===== src/rtl/gamepad_pkg.sv =====
// Shared constants for the Gamepad Pmod receiver: slot width, button bit
// positions inside a 12-bit pad slot, D-pad mask and the "no pad" pattern.
package gamepad_pkg;

   localparam int BITS_PER_PAD = 12;

   // Bit positions inside one pad slot, MSB first on the wire.
   localparam int BTN_B     = 11;
   localparam int BTN_Y     = 10;
   localparam int BTN_SEL   = 9;
   localparam int BTN_START = 8;
   localparam int BTN_UP    = 7;
   localparam int BTN_DN    = 6;
   localparam int BTN_LT    = 5;
   localparam int BTN_RT    = 4;
   localparam int BTN_A     = 3;
   localparam int BTN_X     = 2;
   localparam int BTN_L     = 1;
   localparam int BTN_R     = 0;

   typedef logic [BITS_PER_PAD-1:0] pad_word_t;

   localparam pad_word_t DPAD_MASK  = pad_word_t'((1 << BTN_UP) | (1 << BTN_DN) |
                                                  (1 << BTN_LT) | (1 << BTN_RT));
   localparam pad_word_t PAD_ABSENT = 12'hFFF;

   // An unplugged controller reads all ones; report it as no buttons held.
   function automatic pad_word_t decode_slot(input pad_word_t raw);
      return (raw == PAD_ABSENT) ? '0 : raw;
   endfunction

endpackage


===== src/rtl/gamepad_pmod_multi_rx_if.sv =====
// Pin and decoded-output bundle of the Gamepad Pmod receiver.
// master = pin driver / consumer side, slave = the receiver itself.
interface gamepad_pmod_multi_rx_if
   import gamepad_pkg::*;
#(
   parameter int NUM_PADS = 2
);

   logic                           pmod_data;
   logic                           pmod_clk;
   logic                           pmod_latch;
   logic [BITS_PER_PAD*NUM_PADS-1:0] buttons;
   logic [NUM_PADS-1:0]            present;
   logic [BITS_PER_PAD*NUM_PADS-1:0] pressed;
   logic [BITS_PER_PAD*NUM_PADS-1:0] released;
   logic                           frame_valid;
   logic                           frame_err;

   modport master (
      output pmod_data, pmod_clk, pmod_latch,
      input  buttons, present, pressed, released, frame_valid, frame_err
   );

   modport slave (
      input  pmod_data, pmod_clk, pmod_latch,
      output buttons, present, pressed, released, frame_valid, frame_err
   );

endinterface


===== src/rtl/gamepad_pmod_multi_rx_pad_slot.sv =====
// One controller slot: decodes presence and held buttons from a committed
// frame slice and produces one-cycle press/release pulses.
// Optional D-pad auto-repeat when GAMEPAD_AUTOREPEAT_EN is defined.
module gamepad_pad_slot
   import gamepad_pkg::*;
#(
   parameter int REPEAT_DELAY  = 20,
   parameter int REPEAT_PERIOD = 5
) (
   input  logic      clk,
   input  logic      rst_n,
   input  logic      vld_p0,
   input  pad_word_t slot_p0,
   output pad_word_t buttons,
   output logic      present,
   output pad_word_t pressed,
   output pad_word_t released
);

   pad_word_t new_p0;
   logic      present_p0;
   pad_word_t rpt_mask_p0;

   assign new_p0     = decode_slot(slot_p0);
   assign present_p0 = (slot_p0 != PAD_ABSENT);

`ifdef GAMEPAD_AUTOREPEAT_EN
   localparam int RPT_W = $clog2(REPEAT_DELAY + 1);
   localparam logic [RPT_W-1:0] RPT_DELAY  = RPT_W'(REPEAT_DELAY);
   localparam logic [RPT_W-1:0] RPT_RELOAD = RPT_W'(REPEAT_DELAY - REPEAT_PERIOD);
   localparam logic [RPT_W-1:0] RPT_MAX    = '1;

   logic [RPT_W-1:0] rpt_cnt;
   logic [RPT_W-1:0] rpt_cnt_d;
   logic [RPT_W-1:0] rpt_inc;
   pad_word_t        dpad_new;
   pad_word_t        dpad_old;

   assign dpad_new = new_p0 & DPAD_MASK;
   assign dpad_old = buttons & DPAD_MASK;

   // Count committed frames with a steady, non-empty D-pad; fire and reload at the delay.
   always_comb begin
      rpt_cnt_d   = rpt_cnt;
      rpt_mask_p0 = '0;
      rpt_inc     = (rpt_cnt == RPT_MAX) ? rpt_cnt : rpt_cnt + RPT_W'(1);
      if (vld_p0) begin
         if ((dpad_new != '0) && (dpad_new == dpad_old)) begin
            if (rpt_inc == RPT_DELAY) begin
               rpt_mask_p0 = dpad_new;
               rpt_cnt_d   = RPT_RELOAD;
            end else begin
               rpt_cnt_d = rpt_inc;
            end
         end else begin
            rpt_cnt_d = '0;
         end
      end
   end

   // Repeat counter register.
   always_ff @(posedge clk) begin
      if (!rst_n) begin
         rpt_cnt <= '0;
      end else begin
         rpt_cnt <= rpt_cnt_d;
      end
   end
`else
   assign rpt_mask_p0 = '0;
`endif

   // Decoded state and edge pulses, updated only on committed frames.
   always_ff @(posedge clk) begin
      if (!rst_n) begin
         buttons  <= '0;
         present  <= 1'b0;
         pressed  <= '0;
         released <= '0;
      end else if (vld_p0) begin
         buttons  <= new_p0;
         present  <= present_p0;
         pressed  <= (new_p0 & ~buttons) | rpt_mask_p0;
         released <= buttons & ~new_p0;
      end else begin
         pressed  <= '0;
         released <= '0;
      end
   end

endmodule


===== src/rtl/gamepad_pmod_multi_rx.sv =====
// Gamepad Pmod receiver for 1..4 controllers: pin synchronisers, frame
// shifter with bit counter, length-checked commit, per-pad decode slots.
// Define GAMEPAD_AUTOREPEAT_EN to enable D-pad auto-repeat on pressed.
module gamepad_pmod_multi_rx
   import gamepad_pkg::*;
#(
   parameter int NUM_PADS      = 2,
   parameter int SYNC_STAGES   = 2,
   parameter int REPEAT_DELAY  = 20,
   parameter int REPEAT_PERIOD = 5
) (
   input logic                   clk,
   input logic                   rst_n,
   gamepad_pmod_multi_rx_if.slave bus
);

   localparam int FRAME_BITS = BITS_PER_PAD * NUM_PADS;
   localparam int CNT_W      = $clog2(FRAME_BITS + 2);
   localparam logic [CNT_W-1:0] CNT_FULL = CNT_W'(FRAME_BITS);
   localparam logic [CNT_W-1:0] CNT_SAT  = CNT_W'(FRAME_BITS + 1);

   if ((NUM_PADS < 1) || (NUM_PADS > 4)) begin : g_bad_pads
      $error("NUM_PADS must be 1..4");
   end
   if (SYNC_STAGES < 2) begin : g_bad_sync
      $error("SYNC_STAGES must be at least 2");
   end
   if ((REPEAT_PERIOD < 1) || (REPEAT_PERIOD > REPEAT_DELAY)) begin : g_bad_repeat
      $error("REPEAT_PERIOD must be 1..REPEAT_DELAY");
   end

   logic [SYNC_STAGES-1:0] data_sync;
   logic [SYNC_STAGES-1:0] clk_sync;
   logic [SYNC_STAGES-1:0] latch_sync;
   logic                   clk_prev;
   logic                   latch_prev;
   logic                   data_s;
   logic                   clk_rise;
   logic                   latch_rise;

   logic [FRAME_BITS-1:0]  shift;
   logic [CNT_W-1:0]       bit_cnt;
   logic [FRAME_BITS-1:0]  frame_p0;
   logic                   vld_p0;
   logic                   err_p0;

   logic [FRAME_BITS-1:0]  buttons_p1;
   logic [NUM_PADS-1:0]    present_p1;
   logic [FRAME_BITS-1:0]  pressed_p1;
   logic [FRAME_BITS-1:0]  released_p1;
   logic                   vld_p1;
   logic                   err_p1;

   // Pin synchronisers plus one extra copy of clk/latch for rise detection.
   always_ff @(posedge clk) begin
      if (!rst_n) begin
         data_sync  <= '0;
         clk_sync   <= '0;
         latch_sync <= '0;
         clk_prev   <= 1'b0;
         latch_prev <= 1'b0;
      end else begin
         data_sync  <= {data_sync[SYNC_STAGES-2:0], bus.pmod_data};
         clk_sync   <= {clk_sync[SYNC_STAGES-2:0], bus.pmod_clk};
         latch_sync <= {latch_sync[SYNC_STAGES-2:0], bus.pmod_latch};
         clk_prev   <= clk_sync[SYNC_STAGES-1];
         latch_prev <= latch_sync[SYNC_STAGES-1];
      end
   end

   assign data_s     = data_sync[SYNC_STAGES-1];
   assign clk_rise   = clk_sync[SYNC_STAGES-1] & ~clk_prev;
   assign latch_rise = latch_sync[SYNC_STAGES-1] & ~latch_prev;

   // ---- stage p0: shift bits, count them, commit or reject on latch ----
   // Latch has priority: a pmod_clk rise in the same cycle is dropped.
   always_ff @(posedge clk) begin
      if (!rst_n) begin
         shift    <= '1;
         bit_cnt  <= '0;
         frame_p0 <= '1;
         vld_p0   <= 1'b0;
         err_p0   <= 1'b0;
      end else begin
         vld_p0 <= 1'b0;
         err_p0 <= 1'b0;
         if (latch_rise) begin
            if (bit_cnt == CNT_FULL) begin
               frame_p0 <= shift;
               vld_p0   <= 1'b1;
            end else begin
               err_p0   <= 1'b1;
            end
            bit_cnt <= '0;
         end else if (clk_rise) begin
            shift <= {shift[FRAME_BITS-2:0], data_s};
            if (bit_cnt != CNT_SAT) begin
               bit_cnt <= bit_cnt + CNT_W'(1);
            end
         end
      end
   end

   // ---- stage p1: per-pad decode and edge pulses ----
   for (genvar p = 0; p < NUM_PADS; p++) begin : g_slot
      gamepad_pad_slot #(
         .REPEAT_DELAY  (REPEAT_DELAY),
         .REPEAT_PERIOD (REPEAT_PERIOD)
      ) u_slot (
         .clk      (clk),
         .rst_n    (rst_n),
         .vld_p0   (vld_p0),
         .slot_p0  (frame_p0[BITS_PER_PAD*p +: BITS_PER_PAD]),
         .buttons  (buttons_p1[BITS_PER_PAD*p +: BITS_PER_PAD]),
         .present  (present_p1[p]),
         .pressed  (pressed_p1[BITS_PER_PAD*p +: BITS_PER_PAD]),
         .released (released_p1[BITS_PER_PAD*p +: BITS_PER_PAD])
      );
   end

   // Frame status pulses aligned with the decoded outputs.
   always_ff @(posedge clk) begin
      if (!rst_n) begin
         vld_p1 <= 1'b0;
         err_p1 <= 1'b0;
      end else begin
         vld_p1 <= vld_p0;
         err_p1 <= err_p0;
      end
   end

   assign bus.buttons     = buttons_p1;
   assign bus.present     = present_p1;
   assign bus.pressed     = pressed_p1;
   assign bus.released    = released_p1;
   assign bus.frame_valid = vld_p1;
   assign bus.frame_err   = err_p1;

endmodule


===== src/flat_wrapper.sv =====
// flat-port wrapper written by rule: the top's interface ports become plain ports
module gamepad_pmod_multi_rx_flat import gamepad_pkg::*;
#(
   parameter int NUM_PADS      = 2,
   parameter int SYNC_STAGES   = 2,
   parameter int REPEAT_DELAY  = 20,
   parameter int REPEAT_PERIOD = 5
)
  (clk, rst_n, bus_pmod_data, bus_pmod_clk, bus_pmod_latch, bus_buttons, bus_present, bus_pressed, bus_released, bus_frame_valid, bus_frame_err);
  gamepad_pmod_multi_rx_if #(.NUM_PADS(NUM_PADS)) bus_i ();
  input logic clk;
  input logic rst_n;
  input wire logic [$bits(bus_i.pmod_data)-1:0] bus_pmod_data;
  input wire logic [$bits(bus_i.pmod_clk)-1:0] bus_pmod_clk;
  input wire logic [$bits(bus_i.pmod_latch)-1:0] bus_pmod_latch;
  output wire logic [$bits(bus_i.buttons)-1:0] bus_buttons;
  output wire logic [$bits(bus_i.present)-1:0] bus_present;
  output wire logic [$bits(bus_i.pressed)-1:0] bus_pressed;
  output wire logic [$bits(bus_i.released)-1:0] bus_released;
  output wire logic [$bits(bus_i.frame_valid)-1:0] bus_frame_valid;
  output wire logic [$bits(bus_i.frame_err)-1:0] bus_frame_err;
  assign bus_i.pmod_data = bus_pmod_data;
  assign bus_i.pmod_clk = bus_pmod_clk;
  assign bus_i.pmod_latch = bus_pmod_latch;
  assign bus_buttons = bus_i.buttons;
  assign bus_present = bus_i.present;
  assign bus_pressed = bus_i.pressed;
  assign bus_released = bus_i.released;
  assign bus_frame_valid = bus_i.frame_valid;
  assign bus_frame_err = bus_i.frame_err;
  gamepad_pmod_multi_rx #(.NUM_PADS(NUM_PADS), .SYNC_STAGES(SYNC_STAGES), .REPEAT_DELAY(REPEAT_DELAY), .REPEAT_PERIOD(REPEAT_PERIOD)) u_core (.clk(clk), .rst_n(rst_n), .bus(bus_i));
endmodule

===== config.mk =====
export PLATFORM = sky130hd
export DESIGN_NAME = gamepad_pmod_multi_rx_flat
export DESIGN_NICKNAME = d
export VERILOG_FILES = /design/src/rtl/gamepad_pkg.sv /design/src/rtl/gamepad_pmod_multi_rx_if.sv /design/src/rtl/gamepad_pmod_multi_rx_pad_slot.sv /design/src/rtl/gamepad_pmod_multi_rx.sv /design/src/flat_wrapper.sv
export SDC_FILE = /design/constraint.sdc
export NUM_CORES = 1
export LEC_CHECK = 0
export ABC_AREA = 1
export BUFFER_PORTS_ARGS = -buffer_cell sky130_fd_sc_hd__buf_4
export CAP_MARGIN = 20
export CORE_ASPECT_RATIO = 0.9
export CORE_MARGIN = 2
export CORE_UTILIZATION = 25
export DETAILED_ROUTE_END_ITERATION = 12
export SKIP_CTS_REPAIR_TIMING = 1
export SLEW_MARGIN = 10
export SYNTH_ARGS = -nofsm -noshare
export SYNTH_HDL_FRONTEND = slang
export SYNTH_SLANG_ARGS = --single-unit

===== constraint.sdc =====
create_clock -name clk -period 3.2 [get_ports clk]
set_input_delay 0.16 -clock clk [delete_from_list [all_inputs] [get_ports clk]]
set_output_delay 0.16 -clock clk [all_outputs]
set_load 0.05 [all_outputs]

==> results of run 1 <==
[routing by layer]
metal  part of all wire [%]  vias to the layer above  track usage, %
li1                       -                     1929               -
met3                    6.4                       12            4.03
met2                     42                       92            15.0
met4                    1.1                        0            3.74
met5                      0                        -               0
met1                     50                     1686            13.4
[flip-flops by register name, summed over array words and instances (netlist names), 2 cells and up]
register and flops:
u_core.bit_cnt 5, u_core.clk_sync 2, u_core.data_sync 2, u_core.frame_p0 24, u_core.g_slot.u_slot.buttons 24, u_core.g_slot.u_slot.present 2
u_core.g_slot.u_slot.pressed 24, u_core.g_slot.u_slot.released 24, u_core.latch_sync 2, u_core.shift 24
[cell usage after synthesis, types with 2 or more instances]
cell and instances:
ha_1 3, nor2_2 3, a21oi_1 22, buf_4 5
nor2_1 35, buf_12 2, inv_2 5, dfxtp_1 139
buf_6 2, nand4_1 3, inv_1 18, nand2_1 159
clkbuf_1 6, nand2_2 21, buf_2 16, nor3_1 6
o21ai_0 8, nand3_2 19, nand3_1 79
[placed cells by master (no fill, tap or decap), types with 5 or more instances in the layout]
| cell type | n |
|---|---|
| nand2_2 | 21 |
| bufinv_16 | 5 |
| inv_2 | 5 |
| o21ai_0 | 8 |
| nand2_1 | 159 |
| buf_4 | 81 |
| a21oi_1 | 22 |
| nand3_2 | 19 |
| dfxtp_1 | 139 |
| nand3_1 | 79 |
| nor2_1 | 35 |
| inv_1 | 18 |
| nor3_1 | 6 |
| clkbuf_16 | 17 |
[layout make-up]
| cell class | instances | share of cell area (%) |
|---|---|---|
| tap | 250 | 5.01 |
| multi-input combinational | 361 | 28.1 |
| clock buffer | 20 | 7.48 |
| clock inverter | 11 | 3.05 |
| inverter | 25 | 1.58 |
| timing repair buffer | 84 | 10.2 |
| sequential | 139 | 44.6 |
[worst paths after layout]
check,endpoint,slack (ns),cells past startpoint
hold / removal,u_core.frame_p0[16]$_SDFFE_PN1P_,0.12,2
hold reg to reg,u_core.clk_sync[1]$_SDFF_PN0_,0.41,2
setup / recovery,u_core.g_slot[0].u_slot.released[11]$_SDFF_PN0_,1.29,6
setup reg to reg,u_core.g_slot[0].u_slot.released[11]$_SDFF_PN0_,1.29,6
[through the flow]
stage / instances / setup WS (ns) / utilization (%) / instance area (µm²) / hold WS, ns
3_5_place_dp: 856 / 1.31 / 29.1 / 5550 / 0.346
6_report: 890 / 1.29 / 32.7 / 6240 / 0.120
2_1_floorplan: 557 / 1.88 / - / 4840 / 0.258
4_1_cts: 887 / 1.29 / 32.5 / 6210 / -0.0953
5_1_grt: 890 / 1.06 / 32.7 / 6240 / 0.120
3_3_place_gp: 856 / 1.32 / 29.1 / 5550 / 0.346
[cell families (layout without fill, tap and decap cells)]
| logic type | count (synthesis) | after routing | synth area share [%] |
|---|---|---|---|
| buffers and inverters | 57 | 140 | 6.31 |
| DFF | 139 | 139 | 57.5 |
| and+or+nand+nor | 327 | 327 | 32.1 |
| xor gates and xnor gates | 1 | 1 | 0.181 |
| adders and majority gates | 3 | 3 | 0.776 |
| AOI/OAI and AO/OA | 30 | 30 | 3.10 |
[power by group]
group          internal, mW  total, mW  switching (mW)
logic                0.0235     0.0729          0.0494
registers              1.75       1.77          0.0146
clock network          1.44       2.15           0.711
==> impl_results.md, run 1 <==
- Vias: between 3000 and 4000
- WP data arrival: around 2.3 ns
- Setup-failing EPs final: 0
- Hold crit path type: in -> reg
- Largest net degree at the start of global routing: 59
- CTS sink cnt: about 140
- Layout cell share with drive strength beyond 1: 25.5%
- Startpoint types: flip-flop
- Tot Pwr: about 4.0 mW
- CTS clk-pin slew, worst paths: around 0.06 ns
- Lkg Pwr: slightly below 3 nW
- FF+latch area: approximately 0.0028 mm²
- H-tree depth: 4
- Max clock buf depth: 2
- Routed wire per std cell: ~11 µm
- Final Net Count: around 640
- Initial Utilization: about a quarter
- Area Growth Syn to Fin: 29.0%
- Asr flop ratio synth: 0%
- Area of the multi-input gates: 0.00175 mm²
- Row cnt: 48
- Top_reg_cell synth: dfxtp_1
- Congestion Overflow GR: 0
- Routability congestion estimate: 0.754
- Diodes inserted: 0
- Minimum clock period: ~1.9 ns
- DP HPWL: ~6500 µm
- Hold path start: rst_n
- Family with the most delay on the worst path: simple AND/OR/NAND/NOR gates
- Die height: around 140 µm
- Setup tns final: 0 ns
- Rel. slew slack: between 30% and 40%
- RSZ-0062 raised after global routing: false
- Vias in the first global route: ~3300
- Ports: ~80
- Fmax: approximately 0.52 GHz
- 1st-pass router iterations: 4
- Synth top area share: 57.5%
- Post-DRT Antenna Nets: 0
- Post-Route WL: 9970 µm
- FF+latch count, synth: between 100 and 150
- Post-synth EDFFs: 0
- FF-to-FF Start: u_core.frame_p0[8]$_SDFFE_PN1P_
- Die area: approximately 0.02 mm²
- Worst path most repeated cell: nand2_1
- Power per Cell Area: between 600 and 700 mW/mm²
- Critical Path End Type: flip-flop
- Worst-margin pin slew: 0.900 ns
- Slowest cell delay on critical path: 0.66 ns
- Crit path buf inv count: 0
- Status: completed
- Worst IR Drop VDD: 0.424 mV
- Cell accounting for the most synthesized area: dfxtp_1
- Die width: between 150 and 200 µm
- Slew Viols, Final: 0
- Hold Vio Cnt, Final: 0
- DR vias/cell: 4.18
- Distinct cell type count after synthesis: 25
- Port bufs: 80
- Max-cap violations: 0
- Sequential area share after synthesis: a little under three fifths
- Total GRT Usage: between 10% and 20%
- Fillcell total: between 1500 and 2000
- Initial antenna violation count: 0
- Critical path data required time: 3.54 ns
- CTS tree: yes
- CORE AREA: about 0.019 mm²
- Syn nets: approximately 570
- Setup CP Type: reg -> reg
- Root buffer cell: clkbuf_16
- Max FO, Critical Path: 24
- Initial DRC count: ~250
- Cts bufs inserted: 17
- CP max-delay cell: nand3_1
- Period utilisation layout: about 60%
- # DRC: 0
- Syn avg cell area: a little under 9 µm²
- Setup Skew: 0.00910 ns
- Synthesized instance count: 557
- Syn Std Cell Area: ~0.0048 mm²
- Synth top area cells: dfxtp_1, nand2_1, nand3_1
- First-pass GRT wire length: between 15000 and 20000 µm
- Clk_lat worst skew: around 0.4 ns
- Worst path cell trace: nand2_1 -> nor2_1 -> nand3_1 -> nand2_1 -> nand2_1 -> nor2_1
- Yosys Warn Count: 0
- Worst setup startpoint: u_core.frame_p0[8]$_SDFFE_PN1P_
Power figures use the tool's default switching activity.
==> inputs of run 2 (changes only) <==
==> constraint.sdc (replaced) <==
create_clock -name clk -period 1.94 [get_ports clk]
set_input_delay 0.097 -clock clk [delete_from_list [all_inputs] [get_ports clk]]
set_output_delay 0.097 -clock clk [all_outputs]
set_load 0.05 [all_outputs]
==> impl_results.md, run 2 (synthesis gave the netlist of run 1 again) <==
- Largest net degree at the start of global routing: 86
- Internal cell power: approximately 5.0 mW
- Critical path depth: 7
- Hold crit path type: in -> reg
- Final Net Count: approximately 640
- Vias: ~3700
- Initial antenna violation count: 0
- Worst setup startpoint: u_core.bit_cnt[0]$_SDFFE_PP0P_
- Area of the multi-input gates: approximately 0.0018 mm²
- Post-DP Area: about 0.0056 mm²
- Rel. slew slack: between 50 and 60%
- WP data arrival: about 1.9 ns
- Worst path cell trace: inv_1 -> ha_1 -> nand4_4 -> nor2_8 -> buf_4 -> nand2_1 -> nand3_2
- Row cnt: 48
- Max clock buf depth: 2
- Commonest non-fill, non-tap cells in the layout: nand2_1, dfxtp_1, buf_4, nand3_1, nor2_1
- Clk_lat worst skew: approximately 0.42 ns
- Post-Route WL: ~10000 µm
- Tot Pwr: 6.31 mW
- Setup-failing EPs final: 0
- Setup CP Type: reg -> reg
- Status: completed
- Family with the most delay on the worst path: simple AND/OR/NAND/NOR gates
- Seq pwr share: between 40% and 50%
- Die width: 151 µm
- Period utilisation layout: between 70% and 80%
- Die area: just over 0.02 mm²
- Slew Viols, Final: 0
- NetSw: between 1 and 1.5 mW
- Slowest cell delay on critical path: about 0.36 ns
- FF-to-FF Start: u_core.bit_cnt[0]$_SDFFE_PP0P_
- CTS sink cnt: between 100 and 150
- FF+latch area: between 0.002 and 0.003 mm²
- Worst-margin pin slew: 0.626 ns
- Initial DRC count: approximately 190
- Fillcell total: between 2000 and 2500
- Root buffer cell: clkbuf_16
- Worst IR Drop VDD: about 0.6 mV
- Reg2reg path depth: 7
- CTS clk-pin slew, worst paths: around 0.060 ns
- 1st-pass router iterations: 4
- DR vias/cell: slightly above 4
- Port bufs: 80
- Diodes inserted: 0
- Die height: 136 µm
- Crit path buf inv count: 2
- Routed wire per std cell: 11.2 µm
- Layout cell share with drive strength beyond 1: 26.2%
- Flop2flop setup slack: ~0.42 ns
- First-pass GRT wire length: 16700 µm
- Sw frac: 21.0%
- Comb pwr share: approximately 2.0%
- H-tree depth: 4
- Setup tns final: 0 ns
- Startpoint types: flip-flop
- Max FO, Critical Path: 13
- Critical Path End Type: flip-flop
- Initial Utilization: between 20% and 30%
- Reg-to-reg endpoint: u_core.frame_p0[17]$_SDFFE_PN1P_
- Fin area: around 0.0062 mm²
- Routability congestion estimate: slightly above 0.7
- Hold Vio Cnt, Final: 0
- Critical path data required time: between 2 and 2.5 ns
- Cts bufs inserted: 17
- Lkg Pwr: between 2 and 3 nW
- Area Growth Syn to Fin: 29.0%
- Vias in the first global route: ~3400
- Pre-CTS setup slack: slightly above 0.4 ns
- Critical Path Sink: u_core.frame_p0[17]$_SDFFE_PN1P_
- # DRC: 0
- Minimum clock period: approximately 1.5 ns
- Max-cap violations: 0
- RSZ-0062 raised after global routing: false
- CORE AREA: around 0.019 mm²
- Fmax: roughly 0.66 GHz
- CTS tree: yes
- Power per Cell Area: between 1000 and 1500 mW/mm²
- Congestion Overflow GR: 0
- Clock power frac: 51.9%
- Post-DRT Antenna Nets: 0
- DP HPWL: ~6500 µm
- CP max-delay cell: dfxtp_1
- Commonest non-fill, non-tap cell in the layout: nand2_1
- Setup Skew: roughly 0.010 ns
- Total GRT Usage: 10.3%
- Ports: between 80 and 90
- Post-route setup slack: between 0.4 and 0.5 ns
==> run 2: cell types whose count changed in the layout (fill, tap and decap cells not counted), sizes merged <==
cell and change:
clkinvlp +3, buf +5, clkbuf -2, clkinv +2
bufinv -2
==> run 2: area by class of cell <==
type,count,area share (%)
flip-flops and latches,139,44.6
repair buffers,89,11.0
inverters,25,1.58
clock buffers,18,7.04
well taps,250,5.01
clock inverters,14,2.73
multi-input cells,361,28.0
==> run 2: power by group through the flow <==
stage | registers, mW | clock network (mW) | logic (mW)
finish | 2.91 | 3.27 | 0.125
global route | 2.92 | 3.48 | 0.146
CTS | 2.91 | 3.35 | 0.122
detailed placement | 2.98 | 0 | 0.121
global placement | 2.98 | 0 | 0.119
floorplan | 2.97 | 0 | 0.0938
==> run 2: worst reg2reg max path: stages, from the launching register on <==
cell	delay [ns]
dfxtp_1	0.36
inv_1	0.10
ha_1	0.19
nand4_4	0.15
nor2_8	0.24
buf_4	0.24
nand2_1	0.11
nand3_2	0.07
==> run 2: worst min-delay path by stage <==
stage,start,endpoint,slack [ns],cells after the start
after global placement,bus_pmod_clk,u_core.clk_sync[0]$_SDFF_PN0_,0.28,3
after CTS,bus_pmod_clk,u_core.clk_sync[0]$_SDFF_PN0_,-0.15,3
final,rst_n,u_core.g_slot[1].u_slot.released[4]$_SDFF_PN0_,0.18,3
after floorplan,bus_pmod_clk,u_core.clk_sync[0]$_SDFF_PN0_,0.19,2
after detailed placement,bus_pmod_latch,u_core.latch_sync[0]$_SDFF_PN0_,0.29,3
after global routing,rst_n,u_core.frame_p0[17]$_SDFFE_PN1P_,0.19,3
==> run 2: routing by layer <==
metal	GRT usage [%]	up-vias	part of all wire, %	wire length (µm)
met5	0	-	0	0
met4	4.21	0	1.3	134
met3	3.62	11	6.7	671
met2	14.6	98	42	4150
met1	14.2	1673	50	5040
li1	-	1944	-	-
==> run 2: through the flow <==
stage / utilization [%] / instances / hold slack (ns)
3_3_place_gp: 29.3 / 861 / 0.281
4_1_cts: 32.5 / 893 / -0.153
5_1_grt: 32.7 / 896 / 0.191
6_report: 32.7 / 896 / 0.177
2_1_floorplan: - / 557 / 0.195
3_5_place_dp: 29.3 / 861 / 0.292
